--- src/rtl/pipelined_cla_adder.sv ---
// rtl/pipelined_cla_adder.sv - pipelined carry-lookahead adder/subtractor with valid/ready handshake
// Carry chain cut into NUM_STAGES slices of 4-bit lookahead groups; operands skewed, sums deskewed.
module pipelined_cla_adder #(
    parameter int DATA_WIDTH = 8,
    parameter int NUM_STAGES = 4,
    parameter bit SATURATE   = 1'b0
) (
    input  logic                    clk,
    input  logic                    rst_n,
    input  logic                    inValid,
    output logic                    inReady,
    input  logic [2*DATA_WIDTH-1:0] inData_A,
    input  logic [2*DATA_WIDTH-1:0] inData_B,
    input  logic                    cin,
    input  logic                    inSub,
    output logic                    outValid,
    input  logic                    outReady,
    output logic [2*DATA_WIDTH-1:0] outData,
    output logic                    cout,
    output logic                    ovf
);
    localparam int W   = 2 * DATA_WIDTH;
    localparam int NG  = W / 4;
    localparam int GPS = NG / NUM_STAGES;
    localparam int SW  = 4 * GPS;

    function automatic logic grp_g(input logic [3:0] a, input logic [3:0] b);
        logic [3:0] p, g;
        p = a ^ b;
        g = a & b;
        return g[3] | (p[3] & g[2]) | (p[3] & p[2] & g[1]) | (p[3] & p[2] & p[1] & g[0]);
    endfunction

    function automatic logic grp_p(input logic [3:0] a, input logic [3:0] b);
        return &(a ^ b);
    endfunction

    function automatic logic [3:0] cla4_sum(input logic [3:0] a, input logic [3:0] b, input logic c);
        logic [3:0] p, g, cy;
        p = a ^ b;
        g = a & b;
        cy[0] = c;
        cy[1] = g[0] | (p[0] & c);
        cy[2] = g[1] | (p[1] & g[0]) | (p[1] & p[0] & c);
        cy[3] = g[2] | (p[2] & g[1]) | (p[2] & p[1] & g[0]) | (p[2] & p[1] & p[0] & c);
        return p ^ cy;
    endfunction

    logic         adv;
    logic [W-1:0] r_a   [NUM_STAGES];
    logic [W-1:0] r_b   [NUM_STAGES];
    logic [W-1:0] r_sum [NUM_STAGES];
    logic [W-1:0] nx_a  [NUM_STAGES];
    logic [W-1:0] nx_b  [NUM_STAGES];
    logic [W-1:0] nx_sum[NUM_STAGES];
    logic         r_c   [NUM_STAGES];
    logic         r_v   [NUM_STAGES];
    logic         r_sub [NUM_STAGES];
    logic         nx_c  [NUM_STAGES];
    logic         nx_v  [NUM_STAGES];
    logic         nx_sub[NUM_STAGES];
    logic         r_ovf;
    logic         nx_ovf;

    assign adv     = !outValid || outReady;
    assign inReady = adv;

    for (genvar k = 0; k < NUM_STAGES; k++) begin : g_stage
        logic [W-1:0] a_in, b_in, sum_in, sum_k;
        logic         c_in, v_in, sub_in;
        logic [GPS:0] gc;

        if (k == 0) begin : g_entry
            assign a_in   = inData_A;
            assign b_in   = inSub ? ~inData_B : inData_B;
            assign c_in   = inSub | cin;
            assign v_in   = inValid;
            assign sub_in = inSub;
            assign sum_in = '0;
        end else begin : g_link
            assign a_in   = r_a[k-1];
            assign b_in   = r_b[k-1];
            assign c_in   = r_c[k-1];
            assign v_in   = r_v[k-1];
            assign sub_in = r_sub[k-1];
            assign sum_in = r_sum[k-1];
        end

        always_comb begin
            gc    = '0;
            gc[0] = c_in;
            sum_k = sum_in;
            for (int j = 0; j < GPS; j++) begin
                gc[j+1] = grp_g(a_in[k*SW + 4*j +: 4], b_in[k*SW + 4*j +: 4])
                        | (grp_p(a_in[k*SW + 4*j +: 4], b_in[k*SW + 4*j +: 4]) & gc[j]);
                sum_k[k*SW + 4*j +: 4] = cla4_sum(a_in[k*SW + 4*j +: 4], b_in[k*SW + 4*j +: 4], gc[j]);
            end
        end

        assign nx_a[k]   = a_in;
        assign nx_b[k]   = b_in;
        assign nx_c[k]   = gc[GPS];
        assign nx_v[k]   = v_in;
        assign nx_sub[k] = sub_in;

        if (k == NUM_STAGES - 1) begin : g_final
            logic sat_hi, sat_lo;
            // carry into the MSB recovered from its sum bit and operand bits
            assign nx_ovf    = (sum_k[W-1] ^ a_in[W-1] ^ b_in[W-1]) ^ gc[GPS];
            assign sat_hi    = SATURATE && !sub_in && gc[GPS];
            assign sat_lo    = SATURATE && sub_in && !gc[GPS];
            assign nx_sum[k] = sat_hi ? {W{1'b1}} : (sat_lo ? {W{1'b0}} : sum_k);
        end else begin : g_mid
            assign nx_sum[k] = sum_k;
        end
    end

    always_ff @(posedge clk or negedge rst_n) begin
        if (!rst_n) begin
            for (int k = 0; k < NUM_STAGES; k++) begin
                r_a[k]   <= '0;
                r_b[k]   <= '0;
                r_sum[k] <= '0;
                r_c[k]   <= 1'b0;
                r_v[k]   <= 1'b0;
                r_sub[k] <= 1'b0;
            end
            r_ovf <= 1'b0;
        end else if (adv) begin
            for (int k = 0; k < NUM_STAGES; k++) begin
                r_a[k]   <= nx_a[k];
                r_b[k]   <= nx_b[k];
                r_sum[k] <= nx_sum[k];
                r_c[k]   <= nx_c[k];
                r_v[k]   <= nx_v[k];
                r_sub[k] <= nx_sub[k];
            end
            r_ovf <= nx_ovf;
        end
    end

    assign outValid = r_v[NUM_STAGES-1];
    assign outData  = r_sum[NUM_STAGES-1];
    assign cout     = r_c[NUM_STAGES-1];
    assign ovf      = r_ovf;

endmodule

--- config.mk ---
export PLATFORM = sky130hd
export DESIGN_NAME = pipelined_cla_adder
export DESIGN_NICKNAME = d
export VERILOG_FILES = /design/src/rtl/pipelined_cla_adder.sv
export SDC_FILE = /design/constraint.sdc
export NUM_CORES = 1
export LEC_CHECK = 0
export BUFFER_PORTS_ARGS = -buffer_cell sky130_fd_sc_hd__buf_2
export CAP_MARGIN = 5
export CORE_MARGIN = 5
export CORE_UTILIZATION = 40
export DETAILED_ROUTE_END_ITERATION = 10
export PLACE_DENSITY_LB_ADDON = 0.1
export SLEW_MARGIN = 10
export SYNTH_ARGS = -nofsm -noshare
export SYNTH_HDL_FRONTEND = slang
export SYNTH_SLANG_ARGS = --single-unit
--- constraint.sdc ---
create_clock -name clk -period 3.8 [get_ports clk]
set_input_delay 0.19 -clock clk [delete_from_list [all_inputs] [get_ports clk]]
set_output_delay 0.19 -clock clk [all_outputs]
set_load 0.01 [all_outputs]
# After elaboration in Yosys (flattened, before gate mapping)
# Index checks and enable logic that the tools add are counted.
# word_totals
regBits,145
inputBits,38
output_inout_bits,20
wordCells,143
# op_classes
mux,1
bitwise,117
reduce_logical,6
# op_table
op,count
$and 1x1->1,60
$or 1x1->1,41
$xor 4x4->4,8
$and 4x4->4,4
$mux 16,1
$not 16->16,1
$reduce_and 4->1,4
$xor 1x1->1,3
$logic_not 1->1,1
$logic_or 1x1->1,1

# Logic depth before layout (Yosys ltp)
# Gate-level depths: netlist (run 1).
# logic_depth
depth_word,9
ltp_mapped,9
mapped_depth_nobuf,7

# Worst setup path before layout (run 1)
# No wires, ideal clock.
# synth_timing
kind,input port to flip-flop
startpoint,input inSub
endpoint,register r_c (netlist bit g_stage[1].c_in)
setup_ns,0.124
arrival_time_ns,1.705
required_time_ns,3.676
setup_slack_ns,1.971
stages,9
n_path_buf,2
cell_sequence,buf_6 -> buf_2 -> xor2_1 -> ha_1 -> o21a_1 -> o21ai_2 -> a21oi_2 -> o21a_1 -> o31a_1
# synth_via
elab_chain_cells,7
elab_cells_between_ends,15
cone_classes,mux (1); bitwise (13); reduce/logical (1)
# synth_lines
element,line_no,source
start: declaration,15,"input logic inSub,"
$mux 16,75,assign b_in = inSub ? ~inData_B : inData_B;
$xor 4x4->4 or $and 4x4->4 (tied branches),--,
$and 1x1->1,31,return g[3] | (p[3] & g[2]) | (p[3] & p[2] & g[1]) | (p[3] & p[2] & p[1] & g[0]);
$or 1x1->1 or $and 1x1->1 (tied branches) (2 in a row),31,
$or 1x1->1,31,
$or 1x1->1 *,95,"| (grp_p(a_in[k*SW + 4*j +: 4], b_in[k*SW + 4*j +: 4]) & gc[j]);"
end signal: indexed assignment,134,r_c[k] <= nx_c[k];
end: declaration,56,logic r_c [NUM_STAGES];
# Mark *: on every way between the ends. The rest lies on a longest branch, timed or not.
# A chain may end at the register's enable or synchronous reset.

# Worst setup path in the final report (run 1)
# layout_timing
startpoint,register r_v (netlist bit outValid)
endpoint,output inReady
# layout_via
elab_chain_cells,2
# layout_lines
element,line_no,source
start: declaration,57,logic r_v [NUM_STAGES];
start signal: indexed assignment,135,r_v[k] <= nx_v[k];
$logic_not 1->1,65,assign adv = !outValid || outReady;
$logic_or 1x1->1,65,
end: declaration,11,"output logic inReady,"
# Every way passes these cells.

==> results of run 1 <==
## report_power, final
group	internal [mW]	switching (mW)
combinational	0.591	0.811
sequential	1.49	0.262
clock	0.320	0.350
## placed cells by master (no fill, tap or decap), drive strengths merged, types with 4 or more instances in the layout
| cell | n |
|---|---|
| xor2 | 8 |
| dfrtp | 97 |
| a21oi | 12 |
| nor2 | 8 |
| clkbuf | 11 |
| nand2 | 212 |
| o21ai | 25 |
| buf | 60 |
| inv | 10 |
| fa | 4 |
| ha | 16 |
| xnor2 | 19 |
## worst paths after layout
kind                        startpoint                    to  slack [ns]  cells after the start
max                           outValid               inReady        1.55                      3
min                        inData_A[8]    g_stage[1].a_in[8]        0.02                      3
max reg2reg                   outValid  g_stage[2].sum_in[6]        1.65                      5
min reg2reg                 outData[1]            outData[1]        0.46                      2
max in group asynchronous        rst_n   g_stage[3].b_in[13]        2.38                      3
min in group asynchronous        rst_n   g_stage[1].a_in[14]        0.48                      2
## worst register-to-register path: stages, from the launching register on
cell and delay (ns):
dfrtp_1 0.35, nor2b_4 0.55, inv_2 0.52, buf_4 0.42
nor2_1 0.15, a21oi_1 0.05
## area by class of cell
cell class              count  area, sq um
inverters                  10         37.5
multi-input cells         330         1730
well taps                 136          170
clock buffers              11          141
fillers                  1064         5490
clock inverters             5         55.1
repair buffers             61          320
flip-flops and latches     97         2430
## cell families after synthesis
logic type	Yosys count
AOI/OAI and AO/OA	53
xor gates and xnor gates	27
adders and majority gates	20
buffers and inverters	33
DFF	97
muxes	1
and+or+nand+nor	229
## synthesized netlist by cell type, types with 2 or more instances
| library cell | number |
|---|---|
| nand2_1 | 212 |
| dfrtp_1 | 97 |
| o21ai_0 | 24 |
| xnor2_1 | 19 |
| ha_1 | 16 |
| a21oi_1 | 11 |
| clkbuf_1 | 10 |
| inv_1 | 10 |
| buf_1 | 8 |
| nor2_1 | 8 |
| xor2_1 | 8 |
| buf_2 | 4 |
| fa_1 | 4 |
| a211oi_1 | 3 |
| a21o_1 | 3 |
| o21bai_1 | 3 |
| nand2b_1 | 2 |
| nor3_1 | 2 |
| o21a_1 | 2 |
| o31ai_1 | 2 |
## per-stage QoR
stage | utilization | power [mW] | setup slack (ns)
floorplan | - | 2.78 | 1.97
global placement | 0.451 | 3.15 | 1.70
detailed placement | 0.451 | 3.21 | 1.61
CTS | 0.471 | 3.90 | 1.46
global route | 0.471 | 4.20 | 1.32
finish | 0.471 | 3.83 | 1.55
## per-layer routing
layer  routed length [microns]  up-vias  share of wire
met5                         0        -              0
met4                       160        0          0.020
met3                       342       14          0.042
met2                      3530       51           0.43
met1                      4110     1391           0.50
li1                          -     1550              -
## sequential cells by signal (all words and copies together) (netlist names)
signal	count
outData	16
g_stage.a_in	24
cout	1
g_stage.b_in	24
g_stage.sum_in	24
ovf	1
g_stage.v_in	3
g_stage.c_in	3
outValid	1
## repair_timing
action | CTS | global route
setup endpoints to repair | 0 | 0
endpoints found under the hold margin | 66 | 0
hold buffers | 1 | 0
==> flow_summary_export.csv, run 1 <==
group,metric,value,unit
run,drv_cap,0,
synth,ys_ff_latch,97,
detailed_routing,first_pass_iters,4,
global_route,use_met1,0.193,
synth,yosys.area_share.simple,0.205,
detailed_routing,vias,3006,
cells_and_area,instances_no_fill,650,
critical_path,cp_top_family,"buffers and inverters",
cts,clk_pin_slew,0.09,ns
timing,fmax,0.444,GHz
cts,postCtsSetupRepairBufs,0,
status,status,"finished clean",
power,irDropWorstVdd,0.000211,V
detailed_routing,ant_nets,0,
cells_and_area,layout-drive-gt1-share,0.156,
cts,post_cts_resized,0,
synth,synth-compound-area-share,0.0736,
timing,relSlewSlack,0.434,
critical_path,crit_fanout,50,
cts,cts_sinks,97,
synth,yosysTopAreaCellShare,0.566,
synth,ys.flop_type,"dfrtp_1",
cts,cts_tree,"yes",
global_route,grtUsageTotal,0.139,
global_route,grt_pass1_wl,14.5,mm
detailed_routing,drt-wirelength-per-cell,12.5,microns
cells_and_area,final_nets,567,
timing,drv_slew,0,
floorplanning,initial_core_util,0.413,
detailed_routing,routed_via_density,4.62,
synth,synth_xor_area_frac,0.0552,
cts,clk_latency,0.36,ns
timing,fin_crit_sh,0.592,
synth,syn-num-nets,518,
placed_design,dp_cells,633,
floorplanning,core,10400,sq um
synth,syn-cell-area,4290,sq um
global_route,grt.busiest_layer,"met2",
global_route,grt_max_degree,85,
timing,finalSetupTns,0,ns
cts,numCtsBuffers,9,
synth,synth.avg_cell_area,9.32,sq um
cts,cts_max_level,3,
critical_path,slowest_stage,"nor2b_4",
floorplanning,die_w,114,microns
cells_and_area,design_area,4880,sq um
floorplanning,die_h,114,microns
synth,synth_top_area_cell,"dfrtp_1",
timing,period_needed,2.25,ns
global_route,grt_pass1_vias,3128,
timing,whs,0.0239,ns
detailed_routing,drtIter0Drc,148,
synth,ys_types,32,
global_route,overflow,0,
critical_path,slowest_delay,0.55,ns
synth,synth_edf_count,0,
placed_design,place_hpwl,5.42,mm
cts,cts_buffer_depth,2,
global_route,antenna_found_initial,0,
cts,cts-root-buf,"clkbuf_8",
placed_design,place_area,4670,sq um
power,powerDensity,784,nW/um^2
cells_and_area,diodes,0,
critical_path,crit_chain,"nor2b_4, inv_2, buf_2",
min_path,hold_path.class,"primary input to flip-flop",
timing,hold_violations,0,
timing,setup_viol,0,
power,p_leak,2.51,nW
synth,yosys_warnings,0,
critical_path,cp.arrival,2.06,ns
synth,async_flop_share,1.00,
placed_design,io_buffer_count,57,
critical_path,cp.buffers_inverters,2,
synth,synth_area_leaders,"dfrtp_1 57%, nand2_1 19%, ha_1 4.7%",
synth,synthAdderAreaFrac,0.0654,
timing,rsz0062_at_grt,"no",
synth,ys_seq_area_frac,0.566,
synth,netlist_instances,460,
detailed_routing,routed_wl,8.14,mm
global_route,globalRouteMet3Util,0.0276,
critical_path,crit_required,3.61,ns
synth,synth_top_family_by_area,"simple AND/OR/NAND/NOR gates",
detailed_routing,drc_errors,0,
timing,tightest_slew,0.849,ns
critical_path,path_class,"flip-flop to primary output",
global_route,grt_use_met2,0.212,
floorplanning,io_pins,58,
critical_path,crit_path_end_kind,"primary output",
floorplanning,row_count,37,
floorplanning,dieArea,12900,sq um
timing,skew,0.00716,ns
placed_design,place_congestion,0.704,
synth,synthMuxAreaShare,0.00263,
critical_path,start_kind,"flip-flop",
cells_and_area,area_growth_syn_to_layout,13.9,%
No activity file was read; power rests on OpenSTA's default activity.
==> run 2, diff against run 1 <==
--- a/config.mk
+++ b/config.mk
@@ -5,6 +5,7 @@
 export SDC_FILE = /design/constraint.sdc
 export NUM_CORES = 1
 export LEC_CHECK = 0
+export ABC_AREA = 1
 export BUFFER_PORTS_ARGS = -buffer_cell sky130_fd_sc_hd__buf_2
 export CAP_MARGIN = 5
 export CORE_MARGIN = 5
==> constraint.sdc (replaced) <==
create_clock -name clk -period 2.25 [get_ports clk]
set_input_delay 0.1125 -clock clk [delete_from_list [all_inputs] [get_ports clk]]
set_output_delay 0.1125 -clock clk [all_outputs]
set_load 0.01 [all_outputs]
==> run 2 against run 1 <==
  * Clock power rose by 64%
  * Register-to-register slack got worse by 1.0 ns
  * Combinational power rose by 77%
  * Clock-buffer cell count is 2 higher
  * Sequential power increased by 67%
  * Clock skew hardly changed
  * Final area rose by 4.8%
  * Flip-flop and latch count stayed put
  * Area after synthesis increased by 1.1%
  * Cell count rose by 5.1%
  * Sequential share of layout area shrank 2.3 points
  * Highest routed layer unchanged
==> flow_summary_export.csv, run 2 <==
group,metric,value,unit
status,status,"finished clean",
timing,tightest_slew,0.688,ns
min_path,holdPathStages,3,
floorplanning,dieArea,13000,sq um
cts,cts_sinks,97,
power,p_leak,2.62,nW
min_path,hp-start,"inData_B[13]",
synth,yosysMostFrequentCell,"nand2_1",
min_path,hold_path.class,"primary input to flip-flop",
synth,synth.avg_cell_area,9.23,sq um
synth,synth_area_leaders,"dfrtp_1 56%, nand2_1 16%, o21ai_0 5.7%",
floorplanning,row_count,38,
critical_path,r2r-end,"ovf",
synth,yosys_warnings,0,
cells_and_area,final_cell_mix,"190 x nand2_1, 97 x dfrtp_1, 56 x buf_2",
global_route,antenna_found_initial,0,
cts,cts_buffer_depth,2,
min_path,hold_path_end,"g_stage[1].b_in[13]",
critical_path,r2r_start,"g_stage[3].a_in[14]",
critical_path,worstSetupStartpoint,"g_stage[3].a_in[14]",
synth,ys_ff_latch,97,
cts,cts_tree,"yes",
timing,period_needed,1.62,ns
timing,setup_viol,0,
critical_path,ff2ff_path_depth,10,
global_route,grtUsageTotal,0.139,
cells_and_area,diodes,0,
placed_design,place_congestion,0.749,
timing,drv_slew,0,
detailed_routing,drtIter0Drc,144,
cts,cts-root-buf,"clkbuf_8",
synth,yosysTopAreaCellShare,0.561,
detailed_routing,drc_errors,0,
synth,syn-num-nets,527,
timing,whs,0.0413,ns
floorplanning,die_h,114,microns
detailed_routing,routed_via_density,4.42,
power,irDropWorstVdd,0.000498,V
timing,relSlewSlack,0.541,
cells_and_area,final_nets,596,
cells_and_area,area_growth_syn_to_layout,18.1,%
global_route,grt_max_degree,115,
cts,numCtsBuffers,9,
global_route,grt_pass1_vias,3059,
power,power,6.51,mW
synth,ys_seq_area_frac,0.561,
synth,async_flop_share,1.00,
cells_and_area,layout_commonest_cell,"nand2_1",
timing,finalSetupTns,0,ns
synth,netlist_instances,469,
critical_path,path_class,"flip-flop to flip-flop",
detailed_routing,first_pass_iters,4,
cts,clk_latency,0.35,ns
synth,synth_edf_count,0,
placed_design,dp_cells,653,
placed_design,place_hpwl,5.47,mm
floorplanning,initial_core_util,0.403,
detailed_routing,vias,3020,
global_route,overflow,0,
cells_and_area,instances_no_fill,683,
critical_path,start_kind,"flip-flop",
power,powerDensity,1270,nW/um^2
timing,fin_ws,0.634,ns
synth,synth_top_area_cell,"dfrtp_1",
detailed_routing,drt-wirelength-per-cell,12.0,microns
timing,skew,0.00671,ns
cells_and_area,design_area,5120,sq um
critical_path,cp.arrival,1.87,ns
placed_design,place_area,4790,sq um
run,drv_cap,0,
cells_and_area,utilization,0.476,
cells_and_area,layout-drive-gt1-share,0.168,
floorplanning,core,10700,sq um
critical_path,crit_path_end_kind,"flip-flop",
synth,ys.flop_type,"dfrtp_1",
floorplanning,die_w,114,microns
critical_path,reg2reg_slack,0.63,ns
timing,rsz0062_at_grt,"no",
synth,ys_types,28,
global_route,grt_pass1_wl,14.6,mm
placed_design,io_buffer_count,57,
timing,fmax,0.619,GHz
synth,yosys-top-cells-count,"190 x nand2_1, 97 x dfrtp_1, 49 x o21ai_0, 25 x inv_1, 17 x xnor2_1",
timing,fin_crit_sh,0.718,
detailed_routing,routed_wl,8.22,mm
floorplanning,io_pins,58,
cts,post_cts_resized,0,
timing,hold_violations,0,
synth,syn-cell-area,4330,sq um
cts,clk_pin_slew,0.09,ns
critical_path,crit_required,2.50,ns
cts,cts_max_level,3,
critical_path,crit_fanout,3,
placed_design,pre_cts_ws,0.651,ns
detailed_routing,ant_nets,0,
run 2: changes by cell type after synthesis, moves of 4 or more:
cell / change
buf_2: +7
o21ai_0: +25
nand2_1: -22
nand3_1: +9
clkbuf_1: -4
a21oi_1: -9
inv_1: +15
buf_1: -6
run 2: routing by layer:
metal	global-route usage	vias to the layer above	share of wire
met4	0.0523	0	0.014
met2	0.208	52	0.43
met1	0.202	1352	0.52
met5	0	-	0
li1	-	1605	-
met3	0.0243	11	0.040
run 2: layout make-up:
class	count	area, sq um
fillers	1092	5630
flip-flops and latches	97	2430
multi-input cells	324	1690
repair buffers	80	533
well taps	140	175
clock buffers	13	149
inverters	26	97.6
clock inverters	3	40.0
run 2: how the worst max path moves through the flow:
stage	end	slack, ns	cells after the start
5_1_grt	ovf	0.49	8
6_report	ovf	0.63	10
3_5_place_dp	ovf	0.65	8
2_1_floorplan	g_stage[1].c_in	0.60	12
4_1_cts	inReady	0.61	5
3_3_place_gp	ovf	0.70	10
run 2: critical path, stage by stage (launching register included):
cell	delay [ns]
dfrtp_1	0.39
ha_1	0.34
or2_0	0.23
nand2_2	0.10
nand2_2	0.07
nand2_1	0.10
nand3_2	0.07
nand2_1	0.07
nand2_1	0.05
nand3_1	0.06
nand2_1	0.04
run 2: repair_timing:
action / 4_1_cts / 5_1_grt
hold buffers: 14 / 0
setup buffers: 0 / 0
endpoints found under the hold margin: 62 / 0
setup endpoints to repair: 0 / 0
run 2: cell families after synthesis:
kind of cell / share of synthesized area
AO/OA/AOI/OAI: 0.0717
buffers and inverters: 0.0482
XOR/XNOR: 0.0506
adder cells (fa/ha/maj): 0.0647
flip-flops: 0.561
AND/OR/NAND/NOR: 0.204
run 2: power breakdown:
group	total, mW	switching (mW)	internal (mW)
Combinational	2.48	1.45	1.03
Sequential	2.93	0.408	2.52
Clock	1.10	0.561	0.543
Total	6.51	2.42	4.09
